$ cat src/rtl/regbank_pkg.sv
`default_nettype none
// ---------------------------------------------------------------------------
// Module   : regbank_pkg
// Purpose  : Shared widths and write-FSM state encoding for the register bank,
//            its sequencer and the display.
// Revision : 1.0 - initial release
// ---------------------------------------------------------------------------
package regbank_pkg;

  localparam int RB_ADDR_W = 3;   // 8 registers
  localparam int RB_DATA_W = 4;   // one hex digit per register

  typedef logic [2:0] wr_state_t;

  localparam wr_state_t ST_IDLE   = 3'd0;
  localparam wr_state_t ST_SETUP  = 3'd1;
  localparam wr_state_t ST_STROBE = 3'd2;
  localparam wr_state_t ST_HOLD   = 3'd3;
  localparam wr_state_t ST_VERIFY = 3'd4;

endpackage
`default_nettype wire

$ cat src/rtl/regbank_seq_ctrl_scan_tick_gen.sv
`default_nettype none
// ---------------------------------------------------------------------------
// Module   : scan_tick_gen
// Purpose  : Free-running 0..SCAN_DIV-1 counter; tick is high in the cycle
//            where the count equals SCAN_DIV-1.
// Revision : 1.0 - initial release
// ---------------------------------------------------------------------------
module scan_tick_gen #(
  parameter int SCAN_DIV = 50
) (
  input  logic clk,
  input  logic rst,
  output logic tick
);

  localparam int                CNT_W      = (SCAN_DIV > 1) ? $clog2(SCAN_DIV) : 1;
  localparam logic [CNT_W-1:0]  C_CNT_LAST = CNT_W'(SCAN_DIV - 1);

  logic [CNT_W-1:0] count_q;
  logic [CNT_W-1:0] count_d;

  // Next count: wrap to zero on the terminal value
  always_comb begin
    tick    = (count_q == C_CNT_LAST);
    count_d = tick ? '0 : count_q + CNT_W'(1);
  end

  // Counter register
  always_ff @(posedge clk) begin
    if (rst) count_q <= '0;
    else     count_q <= count_d;
  end

endmodule
`default_nettype wire

$ cat src/rtl/regbank_seq_ctrl.sv
`default_nettype none
// ---------------------------------------------------------------------------
// Module   : regbank_seq_ctrl
// Purpose  : Read-address sequencer (manual / auto-scan) and write handshake
//            for the 8x4 register bank feeding the 6-digit display.
// Options  : WR_VERIFY_EN - adds a read-back VERIFY state, rd_data_a input
//            and sticky wr_err output.
// Revision : 1.0 - initial release
// ---------------------------------------------------------------------------
module regbank_seq_ctrl
  import regbank_pkg::*;
#(
  parameter int ADDR_W   = RB_ADDR_W,
  parameter int DATA_W   = RB_DATA_W,
  parameter int SCAN_DIV = 50
) (
  input  logic              clk,
  input  logic              rst,
  input  logic              mode_scan,
  input  logic [ADDR_W-1:0] rd_a_in,
  input  logic [ADDR_W-1:0] rd_b_in,
  input  logic              wr_req,
  input  logic [ADDR_W-1:0] wr_addr_in,
  input  logic [DATA_W-1:0] wr_data_in,
  output logic [ADDR_W-1:0] addRa,
  output logic [ADDR_W-1:0] addRb,
  output logic [ADDR_W-1:0] addrW,
  output logic [DATA_W-1:0] datW,
  output logic              we,
  output logic              busy,
  output logic              wr_done,
`ifdef WR_VERIFY_EN
  input  logic [DATA_W-1:0] rd_data_a,
  output logic              wr_err,
`endif
  output logic              led
);

  wr_state_t         state_q, state_d;
  logic              wr_q;
  logic              start;
  logic              tick;
  logic [ADDR_W-1:0] addRa_q, addRa_d;
  logic [ADDR_W-1:0] addRb_q, addRb_d;
  logic [ADDR_W-1:0] addrW_q, addrW_d;
  logic [DATA_W-1:0] datW_q,  datW_d;
  logic              led_q,   led_d;

  scan_tick_gen #(
    .SCAN_DIV (SCAN_DIV)
  ) u_tick (
    .clk  (clk),
    .rst  (rst),
    .tick (tick)
  );

  assign start = wr_req & ~wr_q;

  // Write FSM next state; write address/data latch only on an accepted start
  always_comb begin
    state_d = state_q;
    addrW_d = addrW_q;
    datW_d  = datW_q;
    case (state_q)
      ST_IDLE: begin
        if (start) begin
          state_d = ST_SETUP;
          addrW_d = wr_addr_in;
          datW_d  = wr_data_in;
        end
      end
      ST_SETUP:  state_d = ST_STROBE;
      ST_STROBE: state_d = ST_HOLD;
`ifdef WR_VERIFY_EN
      ST_HOLD:   state_d = ST_VERIFY;
      ST_VERIFY: state_d = ST_IDLE;
`else
      ST_HOLD:   state_d = ST_IDLE;
`endif
      default:   state_d = ST_IDLE;
    endcase
  end

  // Read addresses: follow manual inputs, or step on a tick while idle
  always_comb begin
    addRa_d = addRa_q;
    addRb_d = addRb_q;
    led_d   = led_q;
    if (!mode_scan) begin
      addRa_d = rd_a_in;
      addRb_d = rd_b_in;
    end else if (tick && (state_q == ST_IDLE)) begin
      addRa_d = addRa_q + ADDR_W'(1);
      addRb_d = addRa_q + ADDR_W'(2);   // keeps addRb one ahead of the new addRa
      led_d   = ~led_q;
    end
  end

  // State and datapath registers
  always_ff @(posedge clk) begin
    if (rst) begin
      state_q <= ST_IDLE;
      wr_q    <= 1'b0;
      addRa_q <= '0;
      addRb_q <= ADDR_W'(1);
      addrW_q <= '0;
      datW_q  <= '0;
      led_q   <= 1'b0;
    end else begin
      state_q <= state_d;
      wr_q    <= wr_req;
      addRa_q <= addRa_d;
      addRb_q <= addRb_d;
      addrW_q <= addrW_d;
      datW_q  <= datW_d;
      led_q   <= led_d;
    end
  end

`ifdef WR_VERIFY_EN
  logic wr_err_q, wr_err_d;

  // Sticky read-back error, judged at the end of the VERIFY cycle
  always_comb begin
    wr_err_d = wr_err_q;
    if ((state_q == ST_VERIFY) && (rd_data_a != datW_q)) wr_err_d = 1'b1;
  end

  // Error flag register
  always_ff @(posedge clk) begin
    if (rst) wr_err_q <= 1'b0;
    else     wr_err_q <= wr_err_d;
  end

  assign wr_err = wr_err_q;
  // addRa_q is untouched during VERIFY, so the pre-write address returns afterwards
  assign addRa  = (state_q == ST_VERIFY) ? addrW_q : addRa_q;
`else
  assign addRa  = addRa_q;
`endif

  assign addRb   = addRb_q;
  assign addrW   = addrW_q;
  assign datW    = datW_q;
  assign led     = led_q;
  assign we      = (state_q == ST_STROBE);
  assign wr_done = (state_q == ST_HOLD);
  assign busy    = (state_q != ST_IDLE);

endmodule
`default_nettype wire

$ cat config.mk
export PLATFORM = sky130hd
export DESIGN_NAME = regbank_seq_ctrl
export DESIGN_NICKNAME = d
export VERILOG_FILES = /design/src/rtl/regbank_pkg.sv /design/src/rtl/regbank_seq_ctrl_scan_tick_gen.sv /design/src/rtl/regbank_seq_ctrl.sv
export SDC_FILE = /design/constraint.sdc
export NUM_CORES = 1
export LEC_CHECK = 0
export BUFFER_PORTS_ARGS = -buffer_cell sky130_fd_sc_hd__buf_2
export CAP_MARGIN = 15
export CORE_MARGIN = 2
export CORE_UTILIZATION = 30
export CTS_CLUSTER_DIAMETER = 40
export DETAILED_ROUTE_END_ITERATION = 16
export PLACE_DENSITY_LB_ADDON = 0.2
export SYNTH_ARGS = -nofsm -noshare
export SYNTH_HDL_FRONTEND = slang
export SYNTH_SLANG_ARGS = --single-unit
export TNS_END_PERCENT = 1
$ cat constraint.sdc
create_clock -name clk -period 1.6 [get_ports clk]
set_clock_uncertainty 0.1 [all_clocks]
set_input_delay 0.32 -clock clk [delete_from_list [all_inputs] [get_ports clk]]
set_output_delay 0.32 -clock clk [all_outputs]
set_load 0.03 [all_outputs]
## Word level (Yosys, flattened, before mapping)

Index checks and enable logic that the tools add are counted.

| cells by class | value |
|---|---|
| add/subtract/negate cells | 3 |
| eq/ne operators | 6 |
| mux-type cells | 6 |
| bitwise gates (word level) | 3 |
| reductions and logical operators | 6 |

Operators with widths:

| kind | count |
|---|---|
| 3-bit two-way mux | 5 |
| 3-bit case mux with 3 select lines | 1 |
| 6-bit by 1-bit adder with 6-bit output (second input constant) | 1 |
| 3-bit by 2-bit equality test with 1-bit output (second input constant) | 2 |
| 6-bit equality test (second input constant) | 1 |
| 2-bit AND reduction | 2 |
| 3-bit by 1-bit adder with 3-bit output (second input constant) | 1 |
| 3-bit by 2-bit adder with 3-bit output (second input constant) | 1 |
| 3-bit by 1-bit equality test with 1-bit output (second input constant) | 1 |
| 3-bit zero test | 1 |
| 3-bit nonzero test | 1 |
| 2-bit by 1-bit inequality test with 1-bit output (second input constant) | 1 |
| 2-bit inequality test (second input constant) | 1 |
| 1-bit inverter | 2 |
| 2-bit OR reduction | 1 |
| 1-bit bitwise AND | 1 |
| 1-bit logical AND | 1 |

| word-level totals | value |
|---|---|
| bits in registers | 24 |
| input bits | 17 |
| output and inout port bits | 17 |
| logic and storage cells | 32 |

## Longest topological paths before layout

| logic depth | value |
|---|---|
| word-level depth | 4 |
| gate-level depth with buffers | 6 |
| gate-level depth less buffers | 5 |

## By module

From an unflattened synthesis, not the netlist that was laid out.

| unflattened totals | value |
|---|---|
| cell total of the unflattened synthesis | 115 |
| area, all modules | 1022.2 um2 |

Modules (own cells, without submodules):

| module | instances | cells an instance | area each (um2) | seq. area each (um2) |
|---|---|---|---|---|
| regbank_seq_ctrl | 1 | 88 | 767.0 | 340.3 |
| scan_tick_gen | 1 | 27 | 255.2 | 120.1 |

## Worst setup path before layout

Ideal clock, no wire load.

| timing | value |
|---|---|
| kind | register to register |
| start point | register state_q[0] |
| end point | register state_q[1] |
| setup time | 0.070 ns |
| arrival time | 1.558 ns |
| setup slack | -0.129 ns |
| stages on the path, launching flop included | 7 |
| path buffers | 1 |
| path through | dfxtp_1 inv_1 ha_1 clkbuf_1 inv_1 or3_1 a21oi_1 |

| on the way | value |
|---|---|
| cells in the longest elaborated chain, start to end | 2 |

RTL lines:

| what | RTL line | text |
|---|---|---|
| start: declaration | regbank_seq_ctrl.sv:39 | `wr_state_t state_q, state_d;` |
| start signal: assignment | regbank_seq_ctrl.sv:110 | `state_q <= state_d;` |
| 3-bit by 2-bit equality test with 1-bit output (tied with other cells) | regbank_seq_ctrl.sv:64 | `case (state_q)` |
| 3-bit case mux with 3 select lines or 2-bit inequality test (tied branches) | n/a |  |

Several ways; a longest one is shown, not always the timed one.
A chain may end at the register's enable or synchronous reset.

## Worst setup path after layout

| timing | value |
|---|---|
| start point | register state_q[1] |
| end point | output port busy |

| on the way | value |
|---|---|
| cells in the longest elaborated chain, start to end | 1 |

RTL lines:

| what | RTL line | text |
|---|---|---|
| 3-bit nonzero test | regbank_seq_ctrl.sv:148 | `assign busy = (state_q != ST_IDLE);` |
| end: declaration | regbank_seq_ctrl.sv:30 | `output logic busy,` |

Every way passes these cells.

==> impl_results.md <==
- Total CTS buffers: 3
- NetSw: 0.400 mW
- Layout net count: around 200
- Slew Limit Fails: 0
- Die width: 63.9 um
- Distinct cells, synth: 26
- Highest metal used: met4
- Max-slew headroom: 79.8%
- Clk buf depth: 2
- WL met3: 107 um
- Sw frac: 31.5%
- P_int: about 0.87 mW
- Leak Pwr: between 0.6 and 0.7 nW
- CP Capture Type: output port
- Global-route congestion overflow total: 0
- Die ar.: 4090 um2
- Buf/Inv on CP: 4
- CP Launch Point: state_q[1]$_SDFFE_PP0P_
- Required time of the critical path: 1.18 ns
- Fraction of layout cells with a size suffix above 1: between 30% and 40%
- RR Startpoint: u_tick.count_q[3]$_SDFF_PP0_
- Clock power share: 20.9%
- Post-Syn Instances: 127
- Cells along the critical path: inv_2, ha_4, buf_8, inv_4, buf_6
- Post-route ant nets: 0
- Crit path largest cell delay: about 0.35 ns
- Initial Utilization: 31.8%
- Min-delay src: rd_b_in[2]
- Setup TNS: 0 ns
- Vias per inst: 4.77
- Status: finished clean
- Post-synthesis cell area: approximately 1100 um2
- VDD IR max: 0.207 mV
- Routed vias: around 1000
- Global-route wire length before repair: approximately 4100 um
- Antenna violations before repair: 0
- Power share of the combinational group: 28.8%
- Sequential share of the synthesized area: 42.7%
- YS warnings: 0
- H-tree depth: 1
- TritonCTS sink count: 23
- Reg power frac: 50.4%
- Total power draw: 1.27 mW
- WP data arrival: 1.16 ns
- DRT Pass-1 Iters: 4
- Met1 Wirelength: 1150 um
- Row count: 21
- Core Area: 3390 um2
- Critical path class: flip-flop to output port
- Worst-margin pin slew: 0.299 ns
- Max Clk Rate: 635 MHz
- Crit path max-delay family: flip-flops
- Worst-path clk slew: 0.12 ns
- Routed len/inst: 11.3 um
- HP Class: input pin to flip-flop
- Final WL: 2480 um
- Endpoints failing hold: 0
- Final Setup Violations: 0
- Syn Nets: around 150
- Met2 WL: 1190 um
- Top-Level Pins: 34
- Slowest CP cell: dfxtp_2
- Max_cap viols: 0
- Pwr per Cell Area: 865 nW/um2
- Area growth syn-to-layout: 36.1%
- Clock latency on the worst-skew pair: around 0.31 ns
- Mean Syn Cell Area: 8.48 um2
- RSZ-0062 raised after global routing: true
- Largest net degree at the start of global routing: 17
- ANT cells: 0
- Vias in the first global route: 956
- Kind of start point of the critical path: flip-flop
- DRC: 0
- Die Ht: around 64 um
- Starting DRT DRC Count: 45
- GPL Wtd Cong: 0.780
- CTS tree: done
- CP max FO: 4
- Final period util: 98.5%
- Root Buffer: clkbuf_4
- PortBufs: 33
- Dpl hpwl: 1900 um
- GRT Total Usage: between 10% and 20%
- Synth Register Bits: 23
- Post-layout min period: 1.58 ns
-- cells in the mapped netlist --
| cell | instances | area [um2] |
|---|---|---|
| dfxtp_1 | 23 | 460 |
| nand3_1 | 16 | 80.1 |
| a21oi_1 | 10 | 50.1 |
| nand2_1 | 10 | 37.5 |
| nor2_1 | 10 | 37.5 |
| ha_1 | 7 | 87.6 |
| inv_1 | 7 | 26.3 |
| o21ai_0 | 6 | 30.0 |
| clkbuf_1 | 5 | 18.8 |
| nor2b_1 | 4 | 25.0 |
| nor3b_1 | 4 | 30.0 |
| or3_1 | 4 | 25.0 |
| a311oi_1 | 3 | 26.3 |
| xor2_1 | 3 | 26.3 |
| nand3b_1 | 2 | 15.0 |
| nand4_1 | 2 | 12.5 |
| o2111ai_1 | 2 | 17.5 |
| and3_1 | 1 | 6.26 |
| clkbuf_2 | 1 | 5.00 |
| mux2_2 | 1 | 11.3 |
| o211ai_1 | 1 | 7.51 |
| o21ai_1 | 1 | 5.00 |
| o311a_1 | 1 | 10.0 |
| o311ai_0 | 1 | 8.76 |
| or3b_1 | 1 | 8.76 |
| xnor2_1 | 1 | 8.76 |
-- placed cells by master, fill, tap and decap left out, types with 3 or more instances in the layout --
| master | n |
|---|---|
| a21oi_1 | 10 |
| o21ai_0 | 6 |
| nor2_1 | 10 |
| xor2_1 | 3 |
| buf_4 | 15 |
| nor2b_1 | 4 |
| dfxtp_1 | 18 |
| clkbuf_4 | 3 |
| or3_1 | 4 |
| buf_2 | 32 |
| dfxtp_2 | 5 |
| nand3_1 | 16 |
| nand2_1 | 10 |
| nor3b_1 | 4 |
| ha_1 | 6 |
| inv_1 | 4 |
-- per-layer routing --
layer	vias up	track usage, %
met4	0	5.16
met3	4	2.11
met1	483	16.1
li1	543	-
met5	-	0
met2	19	21.4
-- worst paths after layout --
path | end | slack, ns | depth (start not counted)
max | busy | 0.02 | 5
min reg2reg | u_tick.count_q[0]$_SDFF_PP0_ | 0.34 | 1
max reg2reg | addRa[0]$_SDFFE_PP0P_ | 0.05 | 3
min | addRb[2]$_SDFFE_PP0P_ | 0.12 | 3
-- final cells by class --
type / count / area (um2)
fill: 345 / 1920
multi-input combinational: 91 / 588
sequential: 23 / 467
timing repair buffer: 49 / 299
tap: 46 / 57.6
inverter: 7 / 28.8
clock buffer: 4 / 26.3
-- kinds of logic (layout without fill, tap and decap cells) --
group,Yosys count,after routing,synth area share [%]
AND/OR/NAND/NOR,54,54,25.8
AO/OA/AOI/OAI,25,25,14.4
flip-flops,23,23,42.7
buffers and inverters,13,60,4.65
adder cells (fa/ha/maj),7,7,8.13
XOR/XNOR,4,4,3.25
multiplexers,1,1,1.05
-- repair_timing --
item	4_1_cts	5_1_grt
hold buffers	0	0
cloned	0	0
gates resized for setup	11	5
pin swaps	1	0
setup endpoints to repair	1	6
setup buffers	3	0
-- flip-flops by register name, indices dropped and copies added, names as in the netlist --
signal / flops
state_q: 2
datW: 4
led: 1
addRb: 3
u_tick.count_q: 6
wr_q: 1
addRa: 3
addrW: 3
-- tightest hold or removal path: stages --
cell and delay, ns:
buf_2 0.07, nand2_1 0.04, nand3_1 0.07
-- power groups by stage --
stage	Sequential (mW)	Clock (mW)	Combinational (mW)
floorplan	0.700	0	0.150
global placement	0.648	0	0.299
detailed placement	0.651	0	0.306
CTS	0.638	0.284	0.369
global route	0.647	0.307	0.399
finish	0.639	0.265	0.365
-- per-stage QoR --
| step | cells | hold slack [ns] | worst slack, ns | util (%) | cell area [um2] |
|---|---|---|---|---|---|
| floorplan | 127 | 0.333 | 0.00955 | - | 1080 |
| global placement | 213 | 0.338 | 0.109 | 40.5 | 1370 |
| detailed placement | 213 | 0.345 | 0.0435 | 40.5 | 1370 |
| CTS | 220 | 0.115 | 0.00895 | 42.9 | 1450 |
| global route | 220 | 0.132 | -0.0374 | 43.3 | 1470 |
| finish | 220 | 0.121 | 0.0241 | 43.3 | 1470 |
(Power assumes the default switching activity.)
